[src/rtl/find_bw_edges.sv]
// find_bw_edges: scans one sweep of dB samples and reports the left and right threshold crossings
//
// Ports:
//   clk_i, rst_ni            clock, asynchronous active-low reset
//   start_i, threshold_i     begin a sweep (IDLE only); threshold latched at start
//   s_valid_i, s_ready_o     sample handshake (ready only while scanning)
//   s_val_i, s_bin_i         sample power (signed dB, Q.8) and its ascending bin index
//   left_*_o, right_*_o      bin/power pairs of the first rising and last falling crossing
//   left_found_o, right_found_o  crossing-valid flags
//   bw_o                     right_f2 - left_f1 when both edges exist and are ordered, else 0
//   valid_o, busy_o          one-cycle result strobe (DONE), scan-in-progress flag
//   peak_bin_o, peak_val_o   maximum sample of the sweep, only with FIND_BW_EDGES_PEAK_EN
module find_bw_edges #(
    parameter int ACCUM_WIDTH    = 18,
    parameter int FREQ_BIN_WIDTH = 9,
    parameter int NUM_BINS       = 16
) (
    input  logic                      clk_i,
    input  logic                      rst_ni,
    input  logic                      start_i,
    input  logic [ACCUM_WIDTH-1:0]    threshold_i,
    input  logic                      s_valid_i,
    output logic                      s_ready_o,
    input  logic [ACCUM_WIDTH-1:0]    s_val_i,
    input  logic [FREQ_BIN_WIDTH-1:0] s_bin_i,
    output logic [FREQ_BIN_WIDTH-1:0] left_f1_o,
    output logic [FREQ_BIN_WIDTH-1:0] left_f2_o,
    output logic [FREQ_BIN_WIDTH-1:0] right_f1_o,
    output logic [FREQ_BIN_WIDTH-1:0] right_f2_o,
    output logic [ACCUM_WIDTH-1:0]    left_l1_o,
    output logic [ACCUM_WIDTH-1:0]    left_l2_o,
    output logic [ACCUM_WIDTH-1:0]    right_l1_o,
    output logic [ACCUM_WIDTH-1:0]    right_l2_o,
    output logic                      left_found_o,
    output logic                      right_found_o,
    output logic [FREQ_BIN_WIDTH-1:0] bw_o,
`ifdef FIND_BW_EDGES_PEAK_EN
    output logic [FREQ_BIN_WIDTH-1:0] peak_bin_o,
    output logic [ACCUM_WIDTH-1:0]    peak_val_o,
`endif
    output logic                      valid_o,
    output logic                      busy_o
);
    localparam int CNT_W = $clog2(NUM_BINS) + 1;

    typedef enum logic [1:0] {IDLE, SCAN, DONE} state_t;

    state_t                    r_state, w_state_n;
    logic [CNT_W-1:0]          r_cnt;
    logic [ACCUM_WIDTH-1:0]    r_thr, r_prev_val;
    logic [FREQ_BIN_WIDTH-1:0] r_prev_bin;
    logic [FREQ_BIN_WIDTH-1:0] r_left_f1, r_left_f2, r_right_f1, r_right_f2, r_bw;
    logic [ACCUM_WIDTH-1:0]    r_left_l1, r_left_l2, r_right_l1, r_right_l2;
    logic                      r_left_found, r_right_found;
`ifdef FIND_BW_EDGES_PEAK_EN
    logic [FREQ_BIN_WIDTH-1:0] r_peak_bin;
    logic [ACCUM_WIDTH-1:0]    r_peak_val;
`endif

    logic                      w_start, w_acc, w_last, w_pair, w_rise, w_fall;
    logic                      w_c_above, w_p_above, w_lfd_n, w_rfd_n;
    logic [FREQ_BIN_WIDTH-1:0] w_lf1_n, w_rf2_n, w_bw_n;

    assign w_start   = (r_state == IDLE) && start_i;
    assign w_acc     = (r_state == SCAN) && s_valid_i;
    assign w_last    = w_acc && (r_cnt == CNT_W'(NUM_BINS - 1));
    assign w_pair    = w_acc && (r_cnt != '0);
    assign w_c_above = $signed(s_val_i) > $signed(r_thr);
    assign w_p_above = $signed(r_prev_val) > $signed(r_thr);
    // Only the first rising crossing is kept; every falling crossing overwrites.
    assign w_rise    = w_pair && !w_p_above && w_c_above && !r_left_found;
    assign w_fall    = w_pair && w_p_above && !w_c_above;

    // Bandwidth is registered on the last handshake, so it must see this cycle's edge updates.
    assign w_lf1_n = w_rise ? r_prev_bin : r_left_f1;
    assign w_rf2_n = w_fall ? s_bin_i : r_right_f2;
    assign w_lfd_n = r_left_found | w_rise;
    assign w_rfd_n = r_right_found | w_fall;
    assign w_bw_n  = (w_lfd_n && w_rfd_n && (w_rf2_n >= w_lf1_n)) ? w_rf2_n - w_lf1_n : '0;

    always_comb begin
        w_state_n = r_state;
        if (w_start)
            w_state_n = SCAN;
        else if (w_last)
            w_state_n = DONE;
        else if (r_state == DONE)
            w_state_n = IDLE;
    end

    always_ff @(posedge clk_i or negedge rst_ni) begin
        if (!rst_ni) begin
            r_state       <= IDLE;
            r_cnt         <= '0;
            r_thr         <= '0;
            r_prev_val    <= '0;
            r_prev_bin    <= '0;
            r_left_f1     <= '0;
            r_left_f2     <= '0;
            r_right_f1    <= '0;
            r_right_f2    <= '0;
            r_left_l1     <= '0;
            r_left_l2     <= '0;
            r_right_l1    <= '0;
            r_right_l2    <= '0;
            r_left_found  <= 1'b0;
            r_right_found <= 1'b0;
            r_bw          <= '0;
`ifdef FIND_BW_EDGES_PEAK_EN
            r_peak_bin    <= '0;
            r_peak_val    <= '0;
`endif
        end else begin
            r_state <= w_state_n;
            if (w_start) begin
                r_cnt         <= '0;
                r_thr         <= threshold_i;
                r_left_f1     <= '0;
                r_left_f2     <= '0;
                r_right_f1    <= '0;
                r_right_f2    <= '0;
                r_left_l1     <= '0;
                r_left_l2     <= '0;
                r_right_l1    <= '0;
                r_right_l2    <= '0;
                r_left_found  <= 1'b0;
                r_right_found <= 1'b0;
                r_bw          <= '0;
`ifdef FIND_BW_EDGES_PEAK_EN
                r_peak_bin    <= '0;
                r_peak_val    <= '0;
`endif
            end else if (w_acc) begin
                r_cnt      <= r_cnt + 1'b1;
                r_prev_val <= s_val_i;
                r_prev_bin <= s_bin_i;
                if (w_rise) begin
                    r_left_f1    <= r_prev_bin;
                    r_left_f2    <= s_bin_i;
                    r_left_l1    <= r_prev_val;
                    r_left_l2    <= s_val_i;
                    r_left_found <= 1'b1;
                end
                if (w_fall) begin
                    r_right_f1    <= r_prev_bin;
                    r_right_f2    <= s_bin_i;
                    r_right_l1    <= r_prev_val;
                    r_right_l2    <= s_val_i;
                    r_right_found <= 1'b1;
                end
                if (w_last)
                    r_bw <= w_bw_n;
`ifdef FIND_BW_EDGES_PEAK_EN
                // Strict compare keeps the first occurrence on ties.
                if ((r_cnt == '0) || ($signed(s_val_i) > $signed(r_peak_val))) begin
                    r_peak_bin <= s_bin_i;
                    r_peak_val <= s_val_i;
                end
`endif
            end
        end
    end

    assign s_ready_o     = (r_state == SCAN);
    assign busy_o        = (r_state == SCAN);
    assign valid_o       = (r_state == DONE);
    assign left_f1_o     = r_left_f1;
    assign left_f2_o     = r_left_f2;
    assign right_f1_o    = r_right_f1;
    assign right_f2_o    = r_right_f2;
    assign left_l1_o     = r_left_l1;
    assign left_l2_o     = r_left_l2;
    assign right_l1_o    = r_right_l1;
    assign right_l2_o    = r_right_l2;
    assign left_found_o  = r_left_found;
    assign right_found_o = r_right_found;
    assign bw_o          = r_bw;
`ifdef FIND_BW_EDGES_PEAK_EN
    assign peak_bin_o    = r_peak_bin;
    assign peak_val_o    = r_peak_val;
`endif
endmodule
[config.mk]
export PLATFORM = sky130hd
export DESIGN_NAME = find_bw_edges
export DESIGN_NICKNAME = d
export VERILOG_FILES = /design/src/rtl/find_bw_edges.sv
export SDC_FILE = /design/constraint.sdc
export NUM_CORES = 1
export LEC_CHECK = 0
export CAP_MARGIN = 25
export CORE_ASPECT_RATIO = 1.75
export CORE_MARGIN = 2
export CORE_UTILIZATION = 48
export CTS_BUF_LIST = sky130_fd_sc_hd__clkbuf_4
export DETAILED_ROUTE_END_ITERATION = 10
export PLACE_DENSITY = 0.79
export SYNTH_ARGS = -nofsm -noshare
export SYNTH_HDL_FRONTEND = slang
export SYNTH_SLANG_ARGS = --single-unit
[constraint.sdc]
create_clock -name clk_i -period 4.5 [get_ports clk_i]
set_clock_uncertainty 0.1 [all_clocks]
set_input_delay 1.35 -clock clk_i [delete_from_list [all_inputs] [get_ports clk_i]]
set_output_delay 1.35 -clock clk_i [all_outputs]
set_load 0.02 [all_outputs]
==> results.json, run 1 <==
{
  "cts_tree": "yes",
  "start_util_pct": 49.0,
  "drive_above_1_share_pct": 17.4,
  "grt_antenna_before_repair": 3,
  "syn_inst": 846,
  "htree_levels": 4,
  "gp_congestion": 0.856,
  "die_area_um2": 18300,
  "synth_top_area_cell": "dfrtp_1",
  "p_per_area_nw_per_um2": 703,
  "met3_usage_pct": 4.45,
  "nets": 1183,
  "grt_pass1_vias": 7168,
  "num_rows": 63,
  "synth_xor_area_share_pct": 0.848,
  "synth_enable_flop_cells": 0,
  "grt_use_met1_pct": 30.1,
  "vias_per_cell": 5.25,
  "drt_pass1_iterations": 6,
  "finalSetupTns_ps": -1330,
  "min_period_over_period_pct": 104,
  "synth_top_family_by_area": "simple AND/OR/NAND/NOR gates",
  "yosys_most_used_dff": "dfrtp_1",
  "drc": 0,
  "grt_overflow_total": 0,
  "synth_top_area_share_pct": 51.8,
  "async_reset_ff_share_pct": 100,
  "violations": "setup timing",
  "setup_viol": 9,
  "power.leakage_nw": 5.23,
  "cap_violations": 0,
  "timing.final.ws_setup_ps": -165,
  "dp_hpwl_um": 16200,
  "grt.busiest_layer": "met2",
  "relSlewSlack_pct": 33.1,
  "grt_setup_unrepaired": "true",
  "max_freq_mhz": 214,
  "yosys_register_bits": 171,
  "drt-total-wl_um": 23100,
  "gr-usage-met2_pct": 46.0,
  "worst_pin_slew_ps": 1000,
  "avgSynthCellArea_um2": 9.77,
  "ioPinCount": 171,
  "worst-setup-path-type": "input port to flip-flop",
  "crit_fanout": 5,
  "total_power_w": 0.00808,
  "fp.coreArea_um2": 16900,
  "placement.io_buffers": 170,
  "start_kind": "input port",
  "track_usage_pct": 26.3,
  "hp-class": "flip-flop to flip-flop",
  "synth_compound_area_share_pct": 12.1,
  "hold_path_end": "right_l1_o[0]$_DFFE_PN0P_",
  "status": "finished with violations",
  "area_delta_synth_final_pct": 39.0,
  "synth_area_leaders": "dfrtp_1 (52%), nand2_1 (9.4%), mux2i_1 (7.8%), ha_1 (7.3%), o21ai_0 (6.1%)",
  "final_area_um2": 11500,
  "hold_violations": 0,
  "vdd_drop_max_mv": 0.588,
  "antenna_left": 0,
  "yosys_warnings": 0,
  "crit_arrival_ps": 5050,
  "wl_per_cell_um": 17.4,
  "reg2reg_slack_ps": -30,
  "yosysSeqAreaShare_pct": 51.8,
  "critPathCaptureType": "flip-flop",
  "numCtsBuffers": 17,
  "die-width_um": 103,
  "placedInstanceArea_um2": 10900,
  "numClockSinks": 171,
  "ys_types": 48,
  "r2r-end": "bw_o[0]$_DFFE_PN0P_",
  "r2r_cells": 17,
  "cts_buffer_depth": 2,
  "fin_crit_ps": 4660,
  "clk_latency_ps": 570,
  "fp.dieH_um": 178,
  "min_path_cells": 2,
  "drtIter0Drc": 319,
  "slew_viol_final": 0,
  "clock-root-buffer": "clkbuf_4",
  "hold_start": "r_prev_val[0]$_DFFE_PN0P_",
  "cts.clk_slew.worst_paths_ps": 140,
  "r2r-start": "r_prev_val[13]$_DFFE_PN0P_",
  "grt_pass1_wl_um": 36600,
  "netlist_area_um2": 8260,
  "synth_mux_area_share_pct": 8.98,
  "crit_required_ps": 4890,
  "dr_total_vias": 6962,
  "synth-simple-area-share_pct": 12.6,
  "synth_fa_ha_area_share_pct": 7.51,
  "fillers": 1331,
  "grt_max_degree": 91,
  "synthesis.nets": 944
}
[stage by stage]
step / hold slack [ps] / util [%] / setup WS (ps) / cells
after floorplan: 350 / - / -286 / 846
after global placement: 361 / 64.4 / -1150 / 1273
after detailed placement: 368 / 64.4 / -1300 / 1273
after CTS: 385 / 67.8 / -100 / 1321
after global routing: 417 / 68.1 / -278 / 1325
final: 389 / 68.1 / -165 / 1325
[kinds of logic (layout without fill, tap and decap cells)]
family,count (synthesis),count (layout)
AOI/OAI and AO/OA,163,163
muxes,73,73
DFF,171,171
buffers and inverters,128,378
and+or+nand+nor,254,254
other,0,2
adders and majority gates,49,49
xor gates and xnor gates,8,8
[timing repair]
item                       in CTS  in global routing
pin swaps                      54                 13
setup endpoints to repair       9                  9
gates resized for setup        87                 10
buffers inserted               17                  2
hold buffers                    0                  0
cloned                          1                  0
[final cells by class]
type / instances / area [um^2] / share of cell area [%]
diodes: 2 / 5.00 / 0.0436
clock inverters: 13 / 143 / 1.24
clock buffers: 17 / 128 / 1.11
repair buffers: 261 / 2430 / 21.1
inverters: 87 / 327 / 2.84
flip-flops and latches: 171 / 4280 / 37.3
multi-input cells: 547 / 3890 / 33.9
well taps: 227 / 284 / 2.47
[synthesized netlist by cell type (3+ instances only)]
master	instances
inv_1	87
a21oi_1	18
and2_1	3
buf_4	7
ha_1	48
xnor2_1	5
nor3_1	3
a22o_1	17
nor2_1	12
clkbuf_1	31
nor2b_1	6
nand4_1	12
nand2_1	207
a21o_1	6
mux2_1	7
nand2b_1	3
xor2_1	3
mux2i_1	64
o21ai_0	101
dfrtp_1	171
[per-layer routing]
metal	routed length, um	share of wire [%]	vias up
li1	-	-	3285
met4	1070	4.6	2
met3	1060	4.6	66
met5	10	0.043	-
met2	12300	53	228
met1	8650	38	3381
[registers in the layout (all words and copies together), names as in the netlist]
register	flops
left_l1_o	18
left_l2_o	18
r_prev_val	18
r_thr	18
right_l1_o	18
right_l2_o	18
bw_o	9
left_f1_o	9
left_f2_o	9
r_prev_bin	9
right_f1_o	9
right_f2_o	9
r_cnt	5
r_state	2
left_found_o	1
right_found_o	1
[layout by cell type, fill, tap and decap left out, types with 3 or more instances in the layout]
cell	instances
a21o_1	6
a21oi_1	14
a21oi_2	3
a22o_1	17
buf_12	4
buf_2	5
buf_4	85
buf_6	5
clkbuf_4	17
clkdlybuf4s50_1	151
clkinvlp_4	5
dfrtp_1	171
dlygate4sd2_1	5
ha_1	28
ha_4	19
inv_1	86
inv_6	4
mux2_2	7
mux2i_1	59
mux2i_2	3
nand2_1	206
nand2b_1	3
nand4_1	12
nor2_1	12
nor2b_1	5
nor3_1	3
o21ai_0	97
o21ai_1	3
xnor2_1	5
xor2_1	3
[how the worst max path moves through the flow]
stage / depth (start not counted) / from / to / slack, ps
after floorplan: 17 / s_val_i[4] / bw_o[0]$_DFFE_PN0P_ / -290
after global placement: 16 / s_val_i[17] / bw_o[1]$_DFFE_PN0P_ / -1150
after detailed placement: 16 / s_val_i[2] / bw_o[1]$_DFFE_PN0P_ / -1300
after CTS: 17 / s_val_i[5] / bw_o[0]$_DFFE_PN0P_ / -100
after global routing: 17 / s_val_i[5] / bw_o[0]$_DFFE_PN0P_ / -280
final: 17 / s_val_i[5] / bw_o[0]$_DFFE_PN0P_ / -160
[power breakdown]
part	internal (W)	leakage, nW	total [W]	switching (W)
Clock	0.000328	0.133	0.000902	0.000574
Sequential	0.00212	2.21	0.00253	0.000410
Combinational	0.00219	2.89	0.00465	0.00245
Total	0.00464	5.23	0.00808	0.00344
[worst max-delay path: stages]
cell and delay [ps]:
buf_8 100, ha_4 260, nand4_1 200, buf_4 210
nor4_4 270, a32oi_2 160, a221o_2 490, buf_12 180
mux2_4 320, ha_4 290, nand4_1 160, o21ai_2 190
o22a_1 200, o41ai_4 110, a2111oi_4 230, buf_4 190
a22o_1 130
Note: power is estimated with default switching activity, not from simulation.
==> inputs of run 2 (changes only) <==
--- a/config.mk
+++ b/config.mk
@@ -7,10 +7,10 @@
 export LEC_CHECK = 0
 export CAP_MARGIN = 25
 export CORE_ASPECT_RATIO = 1.75
-export CORE_MARGIN = 2
 export CORE_UTILIZATION = 48
 export CTS_BUF_LIST = sky130_fd_sc_hd__clkbuf_4
 export DETAILED_ROUTE_END_ITERATION = 10
+export HOLD_SLACK_MARGIN = 0.15
 export PLACE_DENSITY = 0.79
 export SYNTH_ARGS = -nofsm -noshare
 export SYNTH_HDL_FRONTEND = slang
==> results.json, run 2 (synthesis gave the netlist of run 1 again) <==
{
  "wl_per_cell_um": 17.3,
  "cts.clk_slew.worst_paths_ps": 150,
  "die-width_um": 101,
  "drtIter0Drc": 256,
  "fillers": 1340,
  "grt_antenna_before_repair": 2,
  "fin_crit_ps": 4640,
  "layout_commonest_cell": "nand2_1",
  "drc": 0,
  "path_cells": "buf_8 > ha_4 > nand4_1 > buf_4 > a211oi_4 > a2111oi_4 > o31ai_4 > buf_4 > nand4_1 > nor2_4 > buf_6 > buf_6 > mux2i_1 > ha_1 > nor2b_4 > o21ai_2 > a21oi_2 > o21a_1 > o41ai_4 > a2111oi_4 > buf_4 > a22o_1",
  "fp.dieH_um": 176,
  "slew_viol_final": 0,
  "grt_setup_unrepaired": "true",
  "placedInstanceArea_um2": 10900,
  "ioPinCount": 171,
  "grt_max_degree": 91,
  "swShare_pct": 42.9,
  "drt_pass1_iterations": 4,
  "cts_tree": "yes",
  "antenna_left": 0,
  "grt_pass1_wl_um": 36200,
  "p_comb_share_pct": 58.1,
  "crit_fanout": 5,
  "cap_violations": 0,
  "num_rows": 63,
  "p_per_area_nw_per_um2": 697,
  "cpPeakStageDelay_ps": 280,
  "power.internal_w": 0.00457,
  "timing.final.ws_setup_ps": -137,
  "cts_buffer_depth": 2,
  "clkPwrFrac_pct": 10.3,
  "relSlewSlack_pct": 39.2,
  "worst-path-buf-inv": 6,
  "start_util_pct": 49.0,
  "power.leakage_nw": 5.22,
  "grt_overflow_total": 0,
  "dr_total_vias": 6964,
  "drt-total-wl_um": 23000,
  "numClockSinks": 171,
  "max_freq_mhz": 216,
  "grt_pass1_vias": 7186,
  "fin_cells": 1327,
  "min_period_over_period_pct": 103,
  "dp_cells": 1275,
  "vdd_drop_max_mv": 0.566,
  "numCtsBuffers": 17,
  "hp-class": "flip-flop to flip-flop",
  "status": "finished with violations",
  "setup_viol": 9,
  "vias_per_cell": 5.25,
  "area_delta_synth_final_pct": 39.0,
  "start_kind": "input port",
  "cpMaxStageDelayCell": "o41ai_4",
  "htree_levels": 4,
  "crit_required_ps": 4890,
  "dp_hpwl_um": 16200,
  "power.share.sequential_pct": 31.5,
  "multiInputGateArea_um2": 3910,
  "gp_congestion": 0.819,
  "p_sw_w": 0.00343,
  "critPathTopFamily": "compound AO/OA/AOI/OAI gates",
  "regArea_um2": 4280,
  "worst_pin_slew_ps": 909,
  "path_common_cell": "buf_4",
  "worst-setup-path-type": "input port to flip-flop",
  "drive_above_1_share_pct": 17.0,
  "placement.io_buffers": 170,
  "die_area_um2": 17800,
  "clk_latency_ps": 570,
  "nets": 1185,
  "track_usage_pct": 26.8,
  "violations": "setup timing",
  "hold_violations": 0,
  "fp.coreArea_um2": 16900,
  "clock-root-buffer": "clkbuf_4",
  "final_area_um2": 11500,
  "critPathCaptureType": "flip-flop",
  "final_cell_mix": "nand2_1 (206), dfrtp_1 (171), clkdlybuf4s50_1 (151)",
  "crit_arrival_ps": 5030,
  "cts-hold-fix-buffers": 0
}
==> run 2: timing repair <==
item	CTS	global route
gates resized for setup	69	28
pin swaps	40	32
setup buffers	17	3
setup endpoints to repair	9	9
==> run 2: per-layer routing <==
layer  part of all wire, %  track usage [%]
met2                    54             47.9
met4                   4.2             12.4
met3                   4.2             4.93
met1                    38             30.3
met5                 0.057                0
==> run 2: power by group through the flow <==
stage	logic, W	registers [W]	clock network [W]
final	0.00465	0.00252	0.000827
after global routing	0.00507	0.00258	0.000902
after CTS	0.00449	0.00251	0.000848
after detailed placement	0.00426	0.00254	0
after global placement	0.00414	0.00252	0
after floorplan	0.00213	0.00288	0
==> run 2: per-stage QoR <==
stage | hold WS (ps) | util [%] | setup TNS (ps) | power, W | setup slack [ps]
finish | 400 | 68.1 | -1010 | 0.00800 | -137
global route | 426 | 68.1 | -2320 | 0.00855 | -297
CTS | 403 | 67.3 | -1830 | 0.00785 | -235
detailed placement | 384 | 64.4 | -18030 | 0.00680 | -1250
global placement | 367 | 64.4 | -15060 | 0.00666 | -1130
floorplan | 350 | - | -2380 | 0.00501 | -286
==> run 2: worst paths after layout <==
path / startpoint / to / slack (ps) / cells after the start
setup / recovery: s_val_i[5] / bw_o[8]$_DFFE_PN0P_ / -140 / 22
hold / removal: r_prev_val[0]$_DFFE_PN0P_ / right_l1_o[0]$_DFFE_PN0P_ / 400 / 2
setup reg to reg: r_prev_val[15]$_DFFE_PN0P_ / bw_o[8]$_DFFE_PN0P_ / -70 / 20
hold reg to reg: r_prev_val[0]$_DFFE_PN0P_ / right_l1_o[0]$_DFFE_PN0P_ / 400 / 2
max in group asynchronous: rst_ni / right_l2_o[15]$_DFFE_PN0P_ / 2740 / 2
min in group asynchronous: rst_ni / left_l2_o[4]$_DFFE_PN0P_ / 670 / 1
==> run 2: worst min-delay path: stages, from the launching register on <==
cell and delay [ps]:
dfrtp_1 380, nand2_1 60, o21ai_0 60
==> run 2: final cells by class <==
type | count | area share (%)
diodes | 1 | 0.0218
clock buffers | 17 | 1.11
clock inverters | 14 | 1.08
inverters | 87 | 2.84
multi-input cells | 547 | 34.0
flip-flops and latches | 171 | 37.3
well taps | 227 | 2.47
repair buffers | 263 | 21.2
==> variant 1 (config.mk and constraints of run 1) <==
Reset style: synchronous (`rst_ni`), changed in one clocked block. Comments in the files are not updated.
--- a/src/rtl/find_bw_edges.sv
+++ b/src/rtl/find_bw_edges.sv
@@ -90,3 +90,3 @@
 
-    always_ff @(posedge clk_i or negedge rst_ni) begin
+    always_ff @(posedge clk_i) begin
         if (!rst_ni) begin
Formal check against the unedited RTL: differs if rst_ni is asserted again (counterexample within 4 cycles, from zero or initial values and one cycle with rst_ni low); with rst_ni held inactive, the same outputs for 4 cycles.
==> variant 1 against run 1 <==
Worst setup slack better by 0.21 ns. Synthesized area down 9.4%. Register-to-register slack improved by 0.18 ns. Sequential cell count stayed put. Wire length is 7.5% higher. Final area fell by 6.8%. Global-route usage increased by 2.8 points.
Power is not compared: it rests on default switching activity, and its combinational part moved more than twofold at a synthesized area within 25%.
==> variant 1: results (changes against run 1) <==
status: "completed"  # was finished, violations left
nMultiInputCombCells: 666  # was 547
grt_start_max_net_pins: 69  # was 91
synth_seq_area_share: 0.457  # was 0.518
use_met1: 0.282  # was 0.301
n_all_buffers: 272  # was 261
dr_total_vias: 7522  # was 6,962
worstPathArrival_ns: 4.83  # was 5.05 ns
multi_input_area_mm2: 0.00419  # was 0.00389 mm2
power_uw: 2800
r2r_cells: 19  # was 17
synthMuxAreaShare: 0.0164  # was 0.0898
multi_input_area_share: 0.392  # was 0.339
inv_count: 33  # was 87
rrSetupSlack_ns: 0.15  # was -0.03 ns
relSlewSlack: 0.560  # was 0.331
grt_pass1_wl_um: 37700  # was 36,600 um
drive_gt1_frac: 0.184  # was 0.174
synthTopCellsByCount: "278 x nand2_1, 171 x dfxtp_1, 95 x a21oi_1, 47 x ha_1, 46 x a21boi_0"  # was 207 x nand2_1, 171 x dfrtp_1, 101 x o21ai_0, 87 x inv_1, 64 x mux2i_1
synthAdderAreaFrac: 0.0843  # was 0.0751
min_from: "bw_o[1]"  # was r_prev_val[0]
dp_hpwl_um: 17800  # was 16,200 um
ys_top_cells_by_area: "dfxtp_1 46%, nand2_1 14%, ha_1 7.9%"  # was dfrtp_1 52%, nand2_1 9.4%, mux2i_1 7.8%
max_stage_delay_ns: 0.43  # was 0.49 ns
wl_met1_um: 8430  # was 8650 um
use_met2: 0.545  # was 0.460
postSynthAreaPerCell_um2: 8.10  # was 9.77 um2
fmax_mhz: 224  # was 214 MHz
drt_iter0_drc: 311  # was 319
-- variant 1: cell count changes after synthesis, sizes merged, moves of 53 or more --
cell   before  now
a21oi      18   95
dfrtp     171    0
inv        87   33
dfxtp       0  171
nand2     207  278
mux2i      64   11
o21ai     102   17
-- variant 1: cells by family (layout without fill, tap and decap cells) --
group,count (synthesis),after routing
buf+inv,87,337
xor+xnor,10,10
flops,171,171
other cells,0,1
simple gates,407,407
compound gates,188,188
mux,11,11
fa+ha+maj,50,50
-- variant 1: how the worst max path moves through the flow --
stage / cells after the start / start / end
after floorplan: 21 / s_val_i[9] / bw_o[7]
after global placement: 18 / s_val_i[5] / bw_o[8]
after detailed placement: 18 / s_val_i[5] / bw_o[4]
after CTS: 19 / s_val_i[17] / bw_o[7]
after global routing: 20 / s_val_i[14] / bw_o[7]
final: 18 / s_val_i[14] / bw_o[6]
-- variant 1: what timing repair did --
action                     4_1_cts  5_1_grt
buffers inserted                15        5
resized for setup               56       54
setup endpoints to repair        9        9
pin swaps                       22       27
==> variant 2 (config.mk and constraints of run 1) <==
Without the edit above. The parameter `NUM_BINS` goes from 16 to 8.
--- a/src/rtl/find_bw_edges.sv
+++ b/src/rtl/find_bw_edges.sv
@@ -15,3 +15,3 @@
     parameter int FREQ_BIN_WIDTH = 9,
-    parameter int NUM_BINS       = 16
+    parameter int NUM_BINS       = 8
 ) (
Formal check against the unedited RTL: same outputs for any inputs over 4 cycles, from zero or initial values and one cycle with rst_ni low; that may be too few to reach the edited logic, so the function may still have changed.
==> variant 2 against run 1 <==
The run still ends with setup timing left. Wire length is 16% higher. Sequential cell count down 1. Synthesized area rose by 2.2%. Final area up 0.82%. Global-route usage rose by 2.9 points. Critical path depth rose by 2. Total power increased by 10%. Register-to-register slack improved by 0.34 ns. Count of clock-buffer cells in the layout is 1 higher. Worst hold slack improved by 0.029 ns. Sequential share of layout area is 0.52 points lower. Worst setup slack better by 0.12 ns. Highest routed layer unchanged.
==> variant 2: results (changes against run 1) <==
met3_usage: 0.0464  # was 0.0445
drive_gt1_frac: 0.182  # was 0.174
wl_met1_um: 9330  # was 8650 um
use_met2: 0.557  # was 0.460
hold_path_end: "bw_o[0]"  # was right_l1_o[0]
drt_iter0_drc: 408  # was 319
synth_xor_xnor_area_share: 0.00622  # was 0.00848
inv_count: 70  # was 87
rr_startpoint: "r_prev_val[9]"  # was r_prev_val[13]
synth_seq_area_share: 0.504  # was 0.518
rrSetupSlack_ns: 0.31  # was -0.03 ns
syn-num-nets: 975  # was 944
violations: "setup timing"  # unchanged
dp_slack_ns: -1.31  # was -1.30 ns
synthAdderAreaFrac: 0.0720  # was 0.0751
clk_share: 0.0273  # was 0.0235
nMultiInputCombCells: 585  # was 547
seq_area_frac: 0.367  # was 0.373
gp_congestion: 0.942  # was 0.856
dieArea_mm2: 0.0187  # was 0.0183 mm2
synth_cell_types: 52  # was 48
setup_viol: 7  # was 9
place_area_mm2: 0.0109  # about the same
synthMuxAreaShare: 0.0664  # was 0.0898
status: "finished, violations left"  # unchanged
final_cell_area_mm2: 0.0116  # was 0.0115 mm2
p_int_uw: 4890  # was 4640 uW
p_switching_uw: 4040  # was 3440 uW
ys_seq_elements: 170  # was 171
fin_ws_ns: -0.0410  # was -0.165 ns
grt_use_total: 0.291  # was 0.263
ys_top_cells_by_area: "dfrtp_1 50%, nand2_1 8.0%, ha_1 7.0%"  # was dfrtp_1 52%, nand2_1 9.4%, mux2i_1 7.8%
synth_cells: 878  # was 846
critical_path.startpoint: "s_val_i[9]"  # was s_val_i[5]
ir_drop_v: 0.000510  # was 0.000588 V
p_clk_frac: 0.114  # was 0.112
buffer_area_frac: 0.202  # was 0.211
timing.rr.end: "bw_o[6]"  # was bw_o[0]
clock_buffers: 18  # was 17
antenna_found_initial: 2  # was 3
variant 2: worst max-delay path, stage by stage:
cell	delay [ns]
buf_8	0.10
ha_4	0.27
nand4_1	0.19
nor4_4	0.30
o31ai_2	0.12
a221oi_2	0.30
and3_1	0.22
buf_6	0.14
buf_6	0.13
buf_4	0.11
nand4_1	0.15
a21boi_0	0.21
ha_1	0.30
o21a_1	0.20
and2_1	0.15
a41o_1	0.24
o211ai_1	0.12
buf_4	0.20
o31ai_2	0.07
variant 2: repair_timing:
item / in CTS / in global routing
setup endpoints to repair: 9 / 9
gates cloned: 1 / 0
setup buffers: 7 / 3
pin swaps: 39 / 4
endpoints found under the hold margin: 0 / 0
gates resized for setup: 116 / 10
variant 2: kinds of logic after synthesis:
logic type / after synthesis
AO/OA/AOI/OAI: 183
XOR/XNOR: 6
adder cells (fa/ha/maj): 48
buffers and inverters: 124
flip-flops: 170
multiplexers: 55
AND/OR/NAND/NOR: 292
